==> config.mk <==
export PLATFORM = sky130hd
export DESIGN_NAME = sword_shift_rx
export DESIGN_NICKNAME = d
export VERILOG_FILES = /design/src/rtl/sword_shift_rx.sv
export SDC_FILE = /design/constraint.sdc
export NUM_CORES = 1
export LEC_CHECK = 0
export ABC_AREA = 1
export CORE_ASPECT_RATIO = 2
export CORE_UTILIZATION = 34
export CTS_CLUSTER_DIAMETER = 30
export DETAILED_ROUTE_END_ITERATION = 16
export PLACE_DENSITY_LB_ADDON = 0.05
export SLEW_MARGIN = 30
export SYNTH_ARGS = -nofsm -noshare
export SYNTH_HDL_FRONTEND = slang
export SYNTH_SLANG_ARGS = --single-unit
==> constraint.sdc <==
create_clock -name SI_ClkIn -period 2.8 [get_ports SI_ClkIn]
set_clock_uncertainty 0.1 [all_clocks]
set_input_delay 0.56 -clock SI_ClkIn [delete_from_list [all_inputs] [get_ports SI_ClkIn]]
set_output_delay 0.56 -clock SI_ClkIn [all_outputs]
set_load 0.01 [all_outputs]
==> src/rtl/sword_shift_rx.sv <==
// sword_shift_rx: serial-to-parallel receiver for the Sword board shift links
// (seg_clk/seg_pen/seg_do, led_clk/led_pen/led_do).
// Oversamples s_clk/s_pen/s_do with SI_ClkIn, shifts one bit per serial-clock
// rise while s_pen is low and latches the word when s_pen rises.
// Ports:
//   SI_ClkIn, SI_Reset_N  system clock, async active-low reset
//   s_clk, s_pen, s_do    raw serial lines (asynchronous to SI_ClkIn)
//   data_out              last frame received with exactly WIDTH bits
//   data_valid            one-cycle pulse when data_out updates
//   frame_err             one-cycle pulse when a latch sees a bad bit count
//   bit_cnt               bits received so far in the current frame
module sword_shift_rx #(
    parameter int unsigned WIDTH = 64,
    localparam int unsigned CNT_W = $clog2(WIDTH + 2)
) (
    input  logic             SI_ClkIn,
    input  logic             SI_Reset_N,
    input  logic             s_clk,
    input  logic             s_pen,
    input  logic             s_do,
    output logic [WIDTH-1:0] data_out,
    output logic             data_valid,
    output logic             frame_err,
    output logic [CNT_W-1:0] bit_cnt
);

    localparam logic [CNT_W-1:0] CNT_FULL = CNT_W'(WIDTH);
    localparam logic [CNT_W-1:0] CNT_SAT  = CNT_W'(WIDTH + 1);

    typedef enum logic {
        ST_IDLE  = 1'b0,
        ST_SHIFT = 1'b1
    } state_t;

    state_t state_q, state_d;

    logic sclk_ff1, sclk_sync, sclk_hist;
    logic pen_ff1, pen_sync, pen_hist;
    logic sdo_ff1, sdo_sync;
    logic [1:0] settle;
    logic armed, armed_d;

    logic [WIDTH-1:0] shreg_q, shreg_d;
    logic [WIDTH-1:0] dout_d;
    logic [CNT_W-1:0] cnt_d;
    logic             dv_d, fe_d;

    logic sclk_rise, pen_rise, pen_fall;

    assign sclk_rise = sclk_sync & ~sclk_hist;
    assign pen_rise  = pen_sync & ~pen_hist;
    assign pen_fall  = ~pen_sync & pen_hist;

    // A pen fall is only honoured once pen has been seen high on real
    // post-reset samples, so a frame in flight across reset is discarded.
    assign armed_d = armed | (settle[1] & pen_sync);

    // Synchronisers, history flops and settle tracking.
    always_ff @(posedge SI_ClkIn or negedge SI_Reset_N) begin
        if (!SI_Reset_N) begin
            sclk_ff1  <= 1'b0;
            sclk_sync <= 1'b0;
            sclk_hist <= 1'b0;
            pen_ff1   <= 1'b1;
            pen_sync  <= 1'b1;
            pen_hist  <= 1'b1;
            sdo_ff1   <= 1'b0;
            sdo_sync  <= 1'b0;
            settle    <= 2'b00;
            armed     <= 1'b0;
        end else begin
            sclk_ff1  <= s_clk;
            sclk_sync <= sclk_ff1;
            sclk_hist <= sclk_sync;
            pen_ff1   <= s_pen;
            pen_sync  <= pen_ff1;
            pen_hist  <= pen_sync;
            sdo_ff1   <= s_do;
            sdo_sync  <= sdo_ff1;
            settle    <= {settle[0], 1'b1};
            armed     <= armed_d;
        end
    end

    // State register.
    always_ff @(posedge SI_ClkIn or negedge SI_Reset_N) begin
        if (!SI_Reset_N) begin
            state_q <= ST_IDLE;
        end else begin
            state_q <= state_d;
        end
    end

    // Next-state logic.
    always_comb begin
        state_d = state_q;
        case (state_q)
            ST_IDLE:  if (pen_fall && armed) state_d = ST_SHIFT;
            ST_SHIFT: if (pen_rise)          state_d = ST_IDLE;
            default:  state_d = ST_IDLE;
        endcase
    end

    // Datapath next values: shift/count first, then the latch decision
    // on the updated values so a same-cycle clock rise is included.
    always_comb begin
        shreg_d = shreg_q;
        cnt_d   = bit_cnt;
        dout_d  = data_out;
        dv_d    = 1'b0;
        fe_d    = 1'b0;
        case (state_q)
            ST_IDLE: begin
                if (pen_fall && armed) cnt_d = '0;
            end
            ST_SHIFT: begin
                if (sclk_rise) begin
                    shreg_d = {shreg_q[WIDTH-2:0], sdo_sync};
                    cnt_d   = (bit_cnt == CNT_SAT) ? bit_cnt : bit_cnt + CNT_W'(1);
                end
                if (pen_rise) begin
                    if (cnt_d == CNT_FULL) begin
                        dout_d = shreg_d;
                        dv_d   = 1'b1;
                    end else begin
                        fe_d   = 1'b1;
                    end
                    cnt_d = '0;
                end
            end
            default: cnt_d = '0;
        endcase
    end

    // Registered datapath and outputs.
    always_ff @(posedge SI_ClkIn or negedge SI_Reset_N) begin
        if (!SI_Reset_N) begin
            shreg_q    <= '0;
            data_out   <= '0;
            bit_cnt    <= '0;
            data_valid <= 1'b0;
            frame_err  <= 1'b0;
        end else begin
            shreg_q    <= shreg_d;
            data_out   <= dout_d;
            bit_cnt    <= cnt_d;
            data_valid <= dv_d;
            frame_err  <= fe_d;
        end
    end

endmodule

Word level (Yosys, flattened, before mapping)
Cells that the tools add are included.

word-level totals
  flip-flop bits (word level) = 149
  output and inout port bits = 73

operators by class
  multiplexer cells = 16
  bitwise logic cells = 9
  add/sub/neg operators = 1
  equality and inequality tests = 3
  reduce and logical (&&, ||, !) cells = 2

operators with widths
  cell                 number
  $mux 64              1
  $mux 7               5
  $eq 7x7->1 const B   2
  $pmux 7 s2           1
  $mux 1               8
  $add 7x1->7 const B  1
  $and 1x1->1          4
  $not 1->1            4
  $reduce_and 3->1     1
  $ne 2x2->1 const B   1
  $pmux 1 s2           1
  $logic_and 1x1->1    1
  $or 1x1->1           1

Longest topological paths before layout
  depth after elaboration = 8
  depth in mapped cells = 15
  depth with buffers taken out = 13

Least setup slack after synthesis
OpenSTA, ideal clock, no wires.

  path type = flip-flop to flip-flop
  start point = reg bit_cnt[1]
  end point = reg data_out[0]
  period minus slack after synthesis = 1.919 ns
  setup time = 0.117 ns
  data required time = 2.583 ns
  path slack = 0.881 ns
  stages on the path, launching flop included = 16
  arrival time = 1.702 ns
  cell sequence = dfrtp_1 > inv_1 > ha_1 > nand2_1 > inv_1 > nand3_2 > nand2_2 > nand2_1 > nand2_1 > nand2_1 > nor2_1 > nand3_1 > buf_6 > buf_6 > nand2_1 > nand2_1

on the way
  cells in the longest elaborated chain, start to end = 6

ends and longest elaborated chain
  what                                       RTL line  text
  from (decl)                                24        output logic [CNT_W-1:0] bit_cnt
  from (signal assigned)                     146       bit_cnt <= cnt_d;
  $add 7x1->7 or $eq 7x7->1 (tied branches)  119       cnt_d = (bit_cnt == CNT_SAT) ? bit_cnt : bit_cnt + CNT_W'(1);
  $mux 7                                     119
  $mux 7 (*)                                 117       if (sclk_rise) begin
  $mux 7 (*)                                 112       case (state_q)
  $eq 7x7->1 (*)                             122       if (cnt_d == CNT_FULL) begin
  $reduce_and 3->1 (no line) (*)             --
  to (signal assigned)                       145       data_out <= dout_d;
  to (decl)                                  21        output logic [WIDTH-1:0] data_out,

Every way passes the cells marked *; elsewhere a longest branch is shown, timed or not. The select of a mux whose other input is x is not followed.
A chain may end at the register's enable or synchronous reset.

Worst setup path in the final report
  start point = reg bit_cnt[1]
  end point = reg data_out[62]

The elaborated chain is that of the path after synthesis.

==> out/qor.log <==
[outcome] status finished, final reports clean
[drt] routed wire length 16.1 mm
[sta] final hold violation count 0
[critical_path] Crit path arrival time 2.57 ns
[min_path] Worst Hold Class primary input to asynchronous set/reset pin
[die] width of the die 101 um
[power] PnR Total Power 0.00490 W
[critical_path] slowest cell delay on critical path 0.45 ns
[global_routing] number of global-route vias before repair 5612
[drt] highest routing layer actually used met4
[sta] slew at the pin closest to its max-slew limit 0.786 ns
[critical_path] CP max-delay cell sky130_fd_sc_hd__dfrtp_1
[cells_and_area] most frequent standard cell in the layout excluding fill and tap cells sky130_fd_sc_hd__nand2_1
[drt] initial DRC count 245
[cells_and_area] Syn-to-layout area delta 22.5%
[yosys] yosys warns 0
[die] Std-Cell Rows 72
[sta] number of pins with negative max-slew slack in the final report 0
[clocking] post-CTS setup-driven buffer insertion count 0
[critical_path] Worst setup EP type flop
[power] total power density per cell area 596 mW/mm^2
[placement] count of input and output buffers 77
[drt] routed wl met2 8.57 mm
[cells_and_area] Core Util, Final 42.5%
[placement] routability-driven placement congestion ratio 0.859
[clocking] quantity of hold-fixing buffers added after cts 0
[yosys] flip-flop and latch count after synthesis 149
[global_routing] largest net degree at the start of global routing 128
[placement] Placed Instances 1098
[global_routing] total congestion overflow 0
[drt] number of vias in the routed layout 5451
[die] area of the die 0.0204 sq mm
[drt] Post-route DRC 0
[critical_path] Req. time, crit path 3.06 ns
[clocking] buffer depth of the longest clock path 2
[die] Floorplan Core Area 0.0194 sq mm
[global_routing] global router's overall resource usage 17.7%
[critical_path] critical path cell sequence inv_1 > ha_1 > nand2_1 > inv_1 > nand3_2 > nand2_2 > nand2_1 > nand2_1 > nand2_1 > nor2_4 > buf_12 > nand4_1 > nand2_1
[die] vertical die dimension 201 um
[sta] setup repair after global routing missed its margin no
[clocking] clock tree from TritonCTS built
[clocking] cts repair resizes 0
[critical_path] CP max FO 64
[cells_and_area] most frequent cells in the layout sky130_fd_sc_hd__nand2_1, sky130_fd_sc_hd__dfrtp_1, sky130_fd_sc_hd__o21ai_0
[clocking] CTS HTree Levels 4
[clocking] clock buffers created by TritonCTS 17
[drt] routed vias/inst 4.82
[sta] Fin Setup TNS 0 ns
[die] Ports 78
[critical_path] Crit path max-delay family simple AND/OR/NAND/NOR gates
[flow_run] max_cap viols 0
[drt] routed length on met3 401 um
[drt] routed length on met1 6.81 mm
[power] worst vdd ir 0.381 mV
[cells_and_area] final non-filler cell total 1130
[placement] detailed placement HPWL 10.1 mm
[critical_path] CP startpoint kind flop
[yosys] cell area after synthesis 0.00672 sq mm
[yosys] post-synth net total 812
[clocking] root buf cell sky130_fd_sc_hd__clkbuf_16
[die] Initial Util 34.7%
[yosys] number of library cell types mapped by synthesis 23
[drt] Detail Route Antenna Nets 0
[drt] final routed wire length divided by cell count 14.3 um
[sta] Final setup viols 0
[critical_path] number of buffer and inverter instances along the worst setup path 3
[sta] Period Utilization, post-route 82.3%
[global_routing] initial antenna violation count 0
[sta] maximum clock frequency 0.434 GHz
[clocking] clk slew on worst S/H paths 0.07 ns
[drt] router iterations before antenna repair 6
[cells_and_area] # diodes 0
[global_routing] wire length of the first global-routing pass 27.9 mm
[clocking] clock latency reported for the late side of the worst-skew pair 0.43 ns
[sta] Slew Limit Headroom 47.6%
[yosys] synthesized instance count 805
[clocking] clock tree sinks 149
[yosys] per-instance average area after synthesis 8.34 sq um
[yosys] Seq/Total Area, Yosys 55.6%
[cells_and_area] net count reported at finish 865
[critical_path] crit path kind flop to flop
[cells_and_area] fraction of final layout cells sized beyond drive strength 1 7.00%
[critical_path] Most Frequent Cell on Critical Path sky130_fd_sc_hd__nand2_1
[power] Static Leak 3.73 nW
[sta] final worst path period need 2.31 ns
cell families after synthesis:
family,synth area share (%)
simple gates,24.4
flops,55.6
compound gates,10.5
buf+inv,9.07
fa+ha+maj,0.373
other cells,0.0558
power breakdown:
part | switching [W] | internal (W) | leakage [nW]
Combinational | 0.000343 | 0.000110 | 1.42
Clock | 0.00102 | 0.00117 | 0.268
Sequential | 0.0000382 | 0.00222 | 2.04
Total | 0.00140 | 0.00350 | 3.73
registers in the layout (all words and copies together), names as in the netlist, 2 cells and up:
signal and cells:
data_out 64, shreg_q 64, bit_cnt 7, settle 2
through the flow:
| stage | hold WS [ns] | cell area (sq um) | setup WS (ns) |
|---|---|---|---|
| global placement | 0.236 | 7660 | 0.557 |
| detailed placement | 0.242 | 7670 | 0.506 |
| CTS | 0.0229 | 8230 | 0.479 |
| floorplan | 0.164 | 6720 | 0.881 |
| global route | 0.0422 | 8230 | 0.339 |
| finish | 0.000468 | 8230 | 0.495 |
worst paths after layout:
path	start	to	slack [ns]	cells after the start
setup / recovery	bit_cnt[1]	data_out[62]	0.49	13
hold / removal	SI_Reset_N	shreg_q[47]	0.0005	1
setup reg to reg	bit_cnt[1]	data_out[62]	0.49	13
hold reg to reg	sclk_ff1	sclk_sync	0.25	0
max in group asynchronous	SI_Reset_N	data_out[26]	1.86	2
min in group SI_ClkIn	sclk_ff1	sclk_sync	0.25	0
layout make-up:
type / count / area [sq um]
timing repair buffer: 88 / 912
tap: 259 / 324
fill: 1952 / 11100
inverter: 80 / 300
clock buffer: 17 / 425
multi-input combinational: 522 / 2390
clock inverter: 15 / 135
sequential: 149 / 3740
routing by layer:
metal  global-route usage (%)  vias to the layer above
met5                        0                        -
met4                     7.40                        0
met3                     3.20                       23
met2                     31.0                       93
met1                     20.7                     2622
li1                         -                     2713
cells in the mapped netlist, drive strengths merged:
cell type	count	area share [%]
conb	1	0.056
a21o	1	0.11
dfrtp	146	54
dfstp	3	1.2
o21ai	130	9.7
ha	2	0.37
buf	31	3.3
nand3	13	1.0
nand2	290	16
o21bai	1	0.11
inv	80	4.5
nand4	66	6.1
o22ai	6	0.56
clkbuf	23	1.3
nor2	12	0.97
(Power assumes the default switching activity.)
